File: src/rtl/n101_icache_refill.sv
// n101_icache_refill: I-cache line-fill engine.
// On a miss it issues one wrapping burst read and writes the returned words
// into the data RAM. The critical word is forwarded to the fetch unit as soon
// as it arrives. At the end of the line it reports completion or a bus error.
module n101_icache_refill #(
  parameter int AW         = 32,
  parameter int DW         = 32,
  parameter int MW         = 4,
  parameter int LINE_WORDS = 4,
  parameter int RAM_AW     = 8,
  localparam int LWB       = $clog2(LINE_WORDS)
) (
  input  logic              clk,
  input  logic              rst,
  input  logic              miss_req,
  input  logic [AW-1:0]     miss_addr,
  output logic              miss_rdy,
  output logic              bus_cmd_valid,
  input  logic              bus_cmd_ready,
  output logic [AW-1:0]     bus_cmd_addr,
  output logic [LWB-1:0]    bus_cmd_len,
  input  logic              bus_rsp_valid,
  input  logic [DW-1:0]     bus_rsp_data,
  input  logic              bus_rsp_err,
  output logic              bus_rsp_ready,
  output logic              ram_cs,
  output logic              ram_we,
  output logic [RAM_AW-1:0] ram_addr,
  output logic [MW-1:0]     ram_wem,
  output logic [DW-1:0]     ram_din,
  output logic              crit_valid,
  output logic [DW-1:0]     crit_data,
  output logic              fill_done,
  output logic              fill_err
);

  typedef enum logic [1:0] {
    S_IDLE = 2'd0,
    S_CMD  = 2'd1,
    S_FILL = 2'd2,
    S_LAST = 2'd3
  } state_e;

  localparam logic [LWB-1:0] LAST_BEAT = LWB'(LINE_WORDS - 1);

  state_e            state_q, state_d;
  logic [AW-1:2]     addr_q, addr_d;        // word address of the miss
  logic [LWB-1:0]    cnt_q, cnt_d;          // beats accepted so far
  logic              err_q, err_d;          // sticky: a bus error was seen
  logic              ram_cs_q, ram_cs_d;
  logic [RAM_AW-1:0] ram_addr_q, ram_addr_d;
  logic [DW-1:0]     ram_din_q, ram_din_d;
  logic              crit_valid_q, crit_valid_d;
  logic [DW-1:0]     crit_data_q, crit_data_d;

  logic              beat_err;              // error seen up to and including this beat
  logic [LWB-1:0]    beat_off;              // line offset of the current beat
  logic              unused_addr_lsbs;

  // The fetch address is word-aligned, so the byte-offset bits carry nothing.
  assign unused_addr_lsbs = ^miss_addr[1:0];

  // Wrapping offset: the critical word first, then round the line.
  function automatic logic [LWB-1:0] wrap_offset(input logic [LWB-1:0] crit_off,
                                                 input logic [LWB-1:0] beat_cnt);
    return crit_off + beat_cnt;
  endfunction

  assign beat_err = err_q | bus_rsp_err;
  assign beat_off = wrap_offset(addr_q[2 +: LWB], cnt_q);

  // Next-state, beat bookkeeping and the values for the registered RAM/critical outputs.
  always_comb begin
    state_d      = state_q;
    addr_d       = addr_q;
    cnt_d        = cnt_q;
    err_d        = err_q;
    ram_cs_d     = 1'b0;
    ram_addr_d   = {RAM_AW{1'b0}};
    ram_din_d    = {DW{1'b0}};
    crit_valid_d = 1'b0;
    crit_data_d  = {DW{1'b0}};
    case (state_q)
      S_IDLE: begin
        if (miss_req) begin
          addr_d  = miss_addr[AW-1:2];
          cnt_d   = {LWB{1'b0}};
          err_d   = 1'b0;
          state_d = S_CMD;
        end else begin
          state_d = S_IDLE;
        end
      end
      S_CMD: begin
        if (bus_cmd_ready) begin
          state_d = S_FILL;
        end else begin
          state_d = S_CMD;
        end
      end
      S_FILL: begin
        if (bus_rsp_valid) begin
          err_d = beat_err;
          cnt_d = cnt_q + LWB'(1);
          // Once an error is seen the rest of the line is drained, not written.
          if (!beat_err) begin
            ram_cs_d   = 1'b1;
            ram_addr_d = {addr_q[RAM_AW+1 : 2+LWB], beat_off};
            ram_din_d  = bus_rsp_data;
          end else begin
            ram_cs_d   = 1'b0;
          end
          if ((cnt_q == {LWB{1'b0}}) && !bus_rsp_err) begin
            crit_valid_d = 1'b1;
            crit_data_d  = bus_rsp_data;
          end else begin
            crit_valid_d = 1'b0;
          end
          if (cnt_q == LAST_BEAT) begin
            state_d = S_LAST;
          end else begin
            state_d = S_FILL;
          end
        end else begin
          state_d = S_FILL;
        end
      end
      S_LAST: begin
        state_d = S_IDLE;
      end
      default: begin
        state_d = S_IDLE;
      end
    endcase
  end

  // State and datapath registers; reset abandons any line in flight.
  always_ff @(posedge clk or posedge rst) begin
    if (rst) begin
      state_q      <= S_IDLE;
      addr_q       <= {(AW-2){1'b0}};
      cnt_q        <= {LWB{1'b0}};
      err_q        <= 1'b0;
      ram_cs_q     <= 1'b0;
      ram_addr_q   <= {RAM_AW{1'b0}};
      ram_din_q    <= {DW{1'b0}};
      crit_valid_q <= 1'b0;
      crit_data_q  <= {DW{1'b0}};
    end else begin
      state_q      <= state_d;
      addr_q       <= addr_d;
      cnt_q        <= cnt_d;
      err_q        <= err_d;
      ram_cs_q     <= ram_cs_d;
      ram_addr_q   <= ram_addr_d;
      ram_din_q    <= ram_din_d;
      crit_valid_q <= crit_valid_d;
      crit_data_q  <= crit_data_d;
    end
  end

  // Handshakes and end-of-line pulses decode directly from the state register.
  assign miss_rdy      = (state_q == S_IDLE);
  assign bus_cmd_valid = (state_q == S_CMD);
  assign bus_cmd_addr  = {addr_q, 2'b00};
  assign bus_cmd_len   = bus_cmd_valid ? LAST_BEAT : {LWB{1'b0}};
  assign bus_rsp_ready = (state_q == S_FILL);
  assign ram_cs        = ram_cs_q;
  assign ram_we        = ram_cs_q;
  assign ram_addr      = ram_addr_q;
  assign ram_wem       = {MW{ram_cs_q}};
  assign ram_din       = ram_din_q;
  assign crit_valid    = crit_valid_q;
  assign crit_data     = crit_data_q;
  assign fill_done     = (state_q == S_LAST) && !err_q;
  assign fill_err      = (state_q == S_LAST) && err_q;

endmodule

File: config.mk
export PLATFORM = sky130hd
export DESIGN_NAME = n101_icache_refill
export DESIGN_NICKNAME = d
export VERILOG_FILES = /design/src/rtl/n101_icache_refill.sv
export SDC_FILE = /design/constraint.sdc
export NUM_CORES = 1
export LEC_CHECK = 0
export BUFFER_PORTS_ARGS = -buffer_cell sky130_fd_sc_hd__buf_4
export CORE_AREA = 2 2 132 134
export DETAILED_ROUTE_END_ITERATION = 8
export DIE_AREA = 0 0 134 136
export SYNTH_ARGS = -nofsm -noshare
export SYNTH_HDL_FRONTEND = slang
export SYNTH_SLANG_ARGS = --single-unit
File: constraint.sdc
create_clock -name clk -period 5.14 [get_ports clk]
set_clock_uncertainty 0.1 [all_clocks]
set_input_delay 0.771 -clock clk [delete_from_list [all_inputs] [get_ports clk]]
set_output_delay 0.771 -clock clk [all_outputs]
set_load 0.01 [all_outputs]
==> flow_summary.yaml, run 1 <==
status:
  status: "completed"
sta:
  min_period_ns: 2.28
  worst_pin_slew_ns: 0.770
  holdWs_ns: 0.418
  relSlewSlack_pct: 48.6
  slew_violations: 0
  fin_tns_setup_ns: 0
  finalSetupViolations: 0
  rsz0062_at_grt: "no"
  max_freq_ghz: 0.438
  final_hold_viol_count: 0
  fin_crit_sh_pct: 44.4
global_routing:
  grt_antenna_before_repair: 0
  grt_max_degree: 65
  grt_pass1_vias: 2808
  track_usage_pct: 10.7
  overflow: 0
  grt_pass1_wl_mm: 14.8
critical_path:
  crit_arrival_ns: 1.41
  critPathKind: "flip-flop to output pin"
  required_ns: 4.27
  cp-startpoint: "state_q[0]$_DFF_PP0_"
  reg2reg_from: "state_q[0]$_DFF_PP0_"
  start_kind: "flip-flop"
  crit_path_end_kind: "output pin"
  ff2ff_path_depth: 3
  r2r_end: "addr_q[20]$_DFFE_PP0P_"
  path_max_fanout: 9
  reg2reg_slack_ns: 3.31
finish:
  finalNetCount: 512
  drive_above_1_share_pct: 53.2
  diodes: 0
  areaGrowthSynthToFinish_pct: 42.3
logic_synthesis:
  synth_top_area_share_pct: 66.4
  synth_area_leaders: "dfrtp_1 66%, and2_1 11%, mux2_4 11%, buf_6 2.7%, buf_4 1.6%"
  synth_edf_count: 0
  synth_ff_type: "dfrtp_1"
  yosysTopAreaCell: "dfrtp_1"
  yosys_warnings: 0
  ys_seq_elements: 109
  avgSynthCellArea_um2: 15.5
  syn_inst: 265
  synth_async_sr_flop_share_pct: 100
  synth_area_um2: 4110
  ys_seq_area_share_pct: 66.4
  synthDistinctLibCells: 30
  synth_most_common_cell: "dfrtp_1"
  synth_commonest_cells: "109 x dfrtp_1, 72 x and2_1, 29 x mux2_4"
floorplanning:
  initial_core_util_pct: 24.3
  io_pins: 188
  die_w_um: 134
  num_rows: 48
  fp.coreArea_um2: 16900
  dieArea_um2: 18200
  die_h_um: 136
clock_network:
  clockRootBuffer: "clkbuf_16"
  clockBufferDepth: 2
  cts_buffers: 9
  htreeDepth: 3
  clk_transition_reported_paths_ns: 0.07
  clkSinkCount: 109
  tritoncts: "built"
  post_cts_resized: 0
  clk_latency_ns: 0.35
  cts_setup_buffers: 0
  ctsHoldBuffers: 0
run:
  maxCapViolCount: 0
route:
  wirelength_mm: 9.45
  via_count: 2573
  drtAntennaViolNets: 0
  detail_route.wl_per_cell_um: 14.1
  first_pass_iters: 4
  drc: 0
  drt_first_iter_violations: 68
  vias_per_cell: 3.85
place:
  io_buffers: 183
  place_hpwl_mm: 6.76
  gp_congestion: 0.734
pwr:
  cellPowerDensity_nw_per_um2: 458
  power.leakage_uw: 0.00308
  irDropWorstVdd_v: 0.000234
hold_path:
  min_path_type: "flip-flop to flip-flop"
  hp-start: "addr_q[20]$_DFFE_PP0P_"
  hold_path_depth: 1
  hold_end: "addr_q[20]$_DFFE_PP0P_"
==> worst max path at each step <==
| stage | slack [ns] | depth (start not counted) | end |
|---|---|---|---|
| after global routing | 2.73 | 2 | bus_cmd_len[0] |
| after CTS | 2.84 | 2 | bus_cmd_len[0] |
| after floorplan | 1.40 | 1 | async pin |
| after global placement | 2.97 | 3 | crit_data[8]$_DFF_PP0_ |
| after detailed placement | 2.91 | 3 | crit_data[10]$_DFF_PP0_ |
| final | 2.86 | 2 | bus_cmd_len[0] |
==> worst max-delay path, stage by stage (launching register included) <==
cell	delay, ns
dfrtp_1	0.58
nor2b_1	0.31
buf_4	0.17
==> report_power, final <==
part           leakage (uW)  total [uW]  switching [uW]  internal (uW)
clock              0.000142         702             310            392
sequential          0.00145        1150             122           1030
combinational       0.00149         823             323            499
==> sequential cells by signal, indices dropped and copies added, names as in the netlist, named ones only <==
signal,cells
addr_q,30
ram_cs,1
crit_data,32
cnt_q,2
state_q,1
ram_addr,8
crit_valid,1
ram_din,32
err_q,1
==> area by class of cell <==
class	instances	area (um^2)
sequential	109	2730
tap	225	282
inverter	4	17.5
timing repair buffer	184	1380
clock inverter	5	58.8
multi-input combinational	131	1130
fill	1675	11000
clock buffer	11	243
==> metrics by stage <==
| stage | setup slack [ns] | power, uW | area, um^2 | std cells | utilization, % |
|---|---|---|---|---|---|
| 2_1_floorplan | 1.40 | 1660 | 4110 | 266 | - |
| 3_3_place_gp | 2.97 | 1980 | 5540 | 653 | 32.8 |
| 3_5_place_dp | 2.91 | 2000 | 5540 | 653 | 32.8 |
| 4_1_cts | 2.84 | 2720 | 5840 | 669 | 34.6 |
| 5_1_grt | 2.73 | 2820 | 5840 | 669 | 34.6 |
| 6_report | 2.86 | 2680 | 5840 | 669 | 34.6 |
==> placed cells by master (no fill, tap or decap), drive strengths merged, types with 2 or more instances in the layout <==
| master | Yosys | final |
|---|---|---|
| a22o | 2 | 2 |
| clkbuf | 0 | 11 |
| nor2b | 2 | 2 |
| inv | 4 | 5 |
| xnor2 | 2 | 2 |
| conb | 1 | 2 |
| dfrtp | 109 | 109 |
| o21ai | 3 | 3 |
| ha | 3 | 3 |
| buf | 22 | 184 |
| and2 | 73 | 73 |
| clkinvlp | 0 | 2 |
| mux2 | 30 | 30 |
| nor2 | 3 | 3 |
==> kinds of logic after synthesis <==
family | Yosys count | synth area share, %
AOI/OAI and AO/OA | 8 | 1.31
xor gates and xnor gates | 2 | 0.427
adders and majority gates | 3 | 0.914
buffers and inverters | 26 | 6.09
DFF | 109 | 66.4
muxes | 31 | 11.1
other | 1 | 0.0913
and+or+nand+nor | 85 | 13.6
==> per-layer routing <==
layer | routed length (um) | vias to the layer above | global-route usage [%] | share of wire [%]
li1 | - | 1177 | - | -
met4 | 199 | 0 | 4.14 | 2.1
met1 | 3770 | 1279 | 12.8 | 40
met5 | 0 | - | 0 | 0
met2 | 4800 | 101 | 17.6 | 51
met3 | 676 | 16 | 4.03 | 7.2
Note: power is estimated with default switching activity, not from simulation.
==> run 2, diff against run 1 <==
Clock period 5.14 ns to 2.1 ns, I/O delays scaled along.
==> flow_summary.yaml, run 2 (synthesis gave the netlist of run 1 again) <==
route:
  drc: 0
  first_pass_iters: 4
  drtAntennaViolNets: 0
  drt_first_iter_violations: 87
  wirelength_mm: 9.32
  via_count: 2564
  vias_per_cell: 3.82
  detail_route.wl_per_cell_um: 13.9
clock_network:
  clk_latency_ns: 0.35
  cts_buffers: 9
  tritoncts: "built"
  cts_setup_buffers: 0
  clockBufferDepth: 2
  post_cts_resized: 0
  clockRootBuffer: "clkbuf_16"
  clk_transition_reported_paths_ns: 0.08
  htreeDepth: 3
  clkSinkCount: 109
  ctsHoldBuffers: 0
sta:
  fin_crit_sh_pct: 88.9
  worst_pin_slew_ns: 0.575
  max_freq_ghz: 0.536
  relSlewSlack_pct: 61.6
  slew_violations: 0
  final_hold_viol_count: 0
  min_period_ns: 1.87
  rsz0062_at_grt: "no"
  fin_tns_setup_ns: 0
  finalSetupViolations: 0
critical_path:
  reg2reg_slack_ns: 0.33
  path_max_fanout: 9
  critPathKind: "flip-flop to output pin"
  required_ns: 1.68
  path_buf_inv: 1
  crit_path_end_kind: "output pin"
  crit_arrival_ns: 1.45
  slowest_stage: "dfrtp_1"
  cp_cell_sequence: "nor2b_1 > buf_4"
  start_kind: "flip-flop"
  crit_family: "flip-flops"
  slowest_delay_ns: 0.57
global_routing:
  grt_max_degree: 110
  overflow: 0
  grt_pass1_vias: 2690
  grt_antenna_before_repair: 1
  track_usage_pct: 10.4
  grt_pass1_wl_mm: 14.3
pwr:
  cellPowerDensity_nw_per_um2: 1110
  power.leakage_uw: 0.00308
  irDropWorstVdd_v: 0.000427
place:
  gp_congestion: 0.701
  dp.cells: 655
  place_hpwl_mm: 6.51
  io_buffers: 183
finish:
  layout_commonest_cell: "buf_4"
  diodes: 0
  drive_above_1_share_pct: 53.6
  fin_cells: 671
  finalNetCount: 514
  fin_util_pct: 34.7
  fillCellCount: 1654
  mostFrequentLayoutCells: "184 x buf_4, 109 x dfrtp_1, 72 x and2_1"
  areaGrowthSynthToFinish_pct: 42.8
status:
  status: "completed"
floorplanning:
  fp.coreArea_um2: 16900
  initial_core_util_pct: 24.3
  io_pins: 188
  dieArea_um2: 18200
  num_rows: 48
  die_h_um: 136
  die_w_um: 134
run:
  maxCapViolCount: 0
hold_path:
  min_path_type: "primary input to async pin"
==> run 2: where the power goes <==
| group | leakage, uW | total, uW | switching (uW) | internal [uW] |
|---|---|---|---|---|
| Clock | 0.000134 | 1630 | 807 | 822 |
| Combinational | 0.00150 | 2040 | 789 | 1250 |
| Sequential | 0.00145 | 2810 | 294 | 2520 |
| Total | 0.00308 | 6480 | 1890 | 4590 |
==> run 2: metrics by stage <==
stage | setup slack, ns | instance area [um^2] | power (uW) | hold WS, ns
5_1_grt | 0.136 | 5860 | 6870 | 0.0563
4_1_cts | 0.214 | 5860 | 6610 | 0.0489
3_5_place_dp | 0.293 | 5580 | 4930 | 0.393
3_3_place_gp | 0.347 | 5580 | 4880 | 0.393
2_1_floorplan | 0.370 | 4110 | 4070 | 0.332
6_report | 0.234 | 5860 | 6480 | 0.0314
==> run 2: final timing paths <==
check | endpoint | cells past startpoint | from
setup / recovery | bus_cmd_len[1] | 2 | state_q[0]$_DFF_PP0_
hold / removal | addr_q[12]$_DFFE_PP0P_ | 3 | rst
setup reg to reg | ram_din[21]$_DFF_PP0_ | 3 | flip-flop
hold reg to reg | addr_q[19]$_DFFE_PP0P_ | 1 | addr_q[19]$_DFFE_PP0P_
max in group asynchronous | ram_addr[1]$_DFF_PP0_ | 3 | rst
min in group clk | crit_data[24]$_DFF_PP0_ | 2 | bus_rsp_data[24]
==> run 2: final cells by class <==
cell class	instances	area (um^2)	area share (%)
inverter	4	18.8	0.320
tap	225	282	4.80
multi-input combinational	131	1130	19.3
clock inverter	7	57.6	0.981
clock buffer	9	225	3.84
sequential	109	2730	46.5
timing repair buffer	186	1420	24.2
==> run 2: per-layer routing <==
| metal | vias up | share of wire, % | GRT usage, % |
|---|---|---|---|
| met5 | - | 0.14 | 0 |
| met4 | 2 | 1.3 | 3.90 |
| met3 | 13 | 6.6 | 3.50 |
| met2 | 96 | 52 | 17.7 |
| met1 | 1267 | 40 | 12.1 |
| li1 | 1186 | - | - |
==> run 2: tightest hold or removal path, cell delays in order <==
cell and delay [ns]:
buf_4 0.12, clkinvlp_4 0.07, buf_12 0.44
==> run 3, diff against run 2 <==
Settings changed: CORE_AREA 2 2 132 134 to 2 2 120 122, DIE_AREA 0 0 134 136 to 0 0 122 124.
==> flow_summary.yaml, run 3 (synthesis gave the netlist of run 1 again) <==
sta:
  max_freq_ghz: 0.556
  slew_violations: 0
  fin_crit_sh_pct: 85.6
  finalSetupViolations: 0
  min_period_ns: 1.80
  fin_tns_setup_ns: 0
  final_hold_viol_count: 0
  rsz0062_at_grt: "no"
floorplanning:
  die_w_um: 122
  io_pins: 188
  initial_core_util_pct: 29.9
  num_rows: 43
  dieArea_um2: 15100
  die_h_um: 124
  fp.coreArea_um2: 13700
critical_path:
  required_ns: 1.68
  cp_cell_sequence: "nor2b_1 > buf_4"
  critPathKind: "flip-flop to output pin"
  start_kind: "flip-flop"
  crit_arrival_ns: 1.38
  crit_path_end_kind: "output pin"
  slowest_stage: "dfrtp_1"
  slowest_delay_ns: 0.56
  path_max_fanout: 9
finish:
  layout_commonest_cell: "buf_4"
  mostFrequentLayoutCells: "184 x buf_4, 109 x dfrtp_1, 72 x and2_1"
  finalNetCount: 516
  diodes: 0
  areaGrowthSynthToFinish_pct: 43.2
  drive_above_1_share_pct: 53.6
  fin_area_um2: 5880
  fillCellCount: 1293
  multi_input_area_um2: 1130
  seq_area_um2: 2730
clock_network:
  clkSinkCount: 109
  cts_setup_buffers: 0
  post_cts_resized: 0
  clk_latency_ns: 0.35
  cts_buffers: 9
  tritoncts: "built"
  clk_transition_reported_paths_ns: 0.07
  htreeDepth: 3
  clockBufferDepth: 2
  clockRootBuffer: "clkbuf_16"
route:
  drt_first_iter_violations: 95
  vias_per_cell: 4.05
  drtAntennaViolNets: 0
  detail_route.wl_per_cell_um: 14.4
  wirelength_mm: 9.03
  first_pass_iters: 4
  via_count: 2546
  drc: 0
pwr:
  power_uw: 6670
  power.leakage_uw: 0.00312
  irDropWorstVdd_v: 0.000450
  cellPowerDensity_nw_per_um2: 1130
global_routing:
  grt_pass1_wl_mm: 13.6
  grt_max_degree: 72
  grt_pass1_vias: 2579
  overflow: 0
  track_usage_pct: 12.1
  grt_antenna_before_repair: 0
place:
  gp_congestion: 0.711
  dpl_cell_area_um2: 5550
  io_buffers: 183
  place_hpwl_mm: 6.42
run:
  maxCapViolCount: 0
status:
  status: "completed"
hold_path:
  min_path_type: "primary input to flip-flop"
[run 3: cell types whose count changed in the layout (fill, tap and decap cells not counted), sizes merged]
cell / before / now
buf: 186 / 187
bufinv: 0 / 2
clkinv: 2 / 3
clkinvlp: 3 / 2
dlygate4sd3: 0 / 1
inv: 6 / 4
[run 3: final cells by class]
cell class                 count  area share, %
clock buffer                   9           3.83
clock inverter                 7           1.68
inverter                       4          0.319
multi-input combinational    131           19.3
sequential                   109           46.4
tap                          180           3.83
timing repair buffer         188           24.7
[run 3: routing by layer]
metal	global-route usage (%)	up-vias	share of wire, %
met5	0	-	0
met4	5.68	0	1.9
met3	3.66	11	7.3
met2	19.8	101	50
met1	14.6	1242	40
li1	-	1192	-
[run 3: timing repair]
action	in CTS	in global routing
hold buffers	1	0
endpoints found under the setup margin	0	0
hold endpoints to repair	38	0
[run 3: critical path: cells and delay by family (launching register included)]
| kind | cells | cell delay (ns) |
|---|---|---|
| buffers and inverters | 1 | 0.17 |
| flip-flops | 1 | 0.56 |
| AND/OR/NAND/NOR | 1 | 0.30 |
[run 3: path summary, 6_finish.rpt]
path	from	to	slack, ns	depth (start not counted)
max	state_q[0]$_DFF_PP0_	bus_cmd_valid	0.30	2
min	bus_cmd_ready	flip-flop	0.08	2
max reg2reg	flip-flop	ram_din[24]$_DFF_PP0_	0.34	3
min reg2reg	addr_q[25]$_DFFE_PP0P_	addr_q[25]$_DFFE_PP0P_	0.42	1
max in group asynchronous	rst	ram_din[3]$_DFF_PP0_	1.06	4
min in group asynchronous	rst	addr_q[18]$_DFFE_PP0P_	0.50	4
[run 3: power by group]
part	internal, uW	switching (uW)	leakage, uW
Clock	1050	765	0.000156
Combinational	1250	786	0.00152
Sequential	2520	292	0.00145
[run 3: stage by stage]
| stage | utilization, % | cells | worst slack, ns | hold slack (ns) |
|---|---|---|---|---|
| after global routing | 42.9 | 628 | 0.173 | 0.0583 |
| after global placement | 40.4 | 611 | 0.348 | 0.322 |
| final | 42.9 | 628 | 0.302 | 0.0754 |
| after CTS | 42.9 | 628 | 0.268 | 0.0589 |
| after detailed placement | 40.4 | 611 | 0.327 | 0.330 |
| after floorplan | - | 266 | 0.370 | 0.332 |
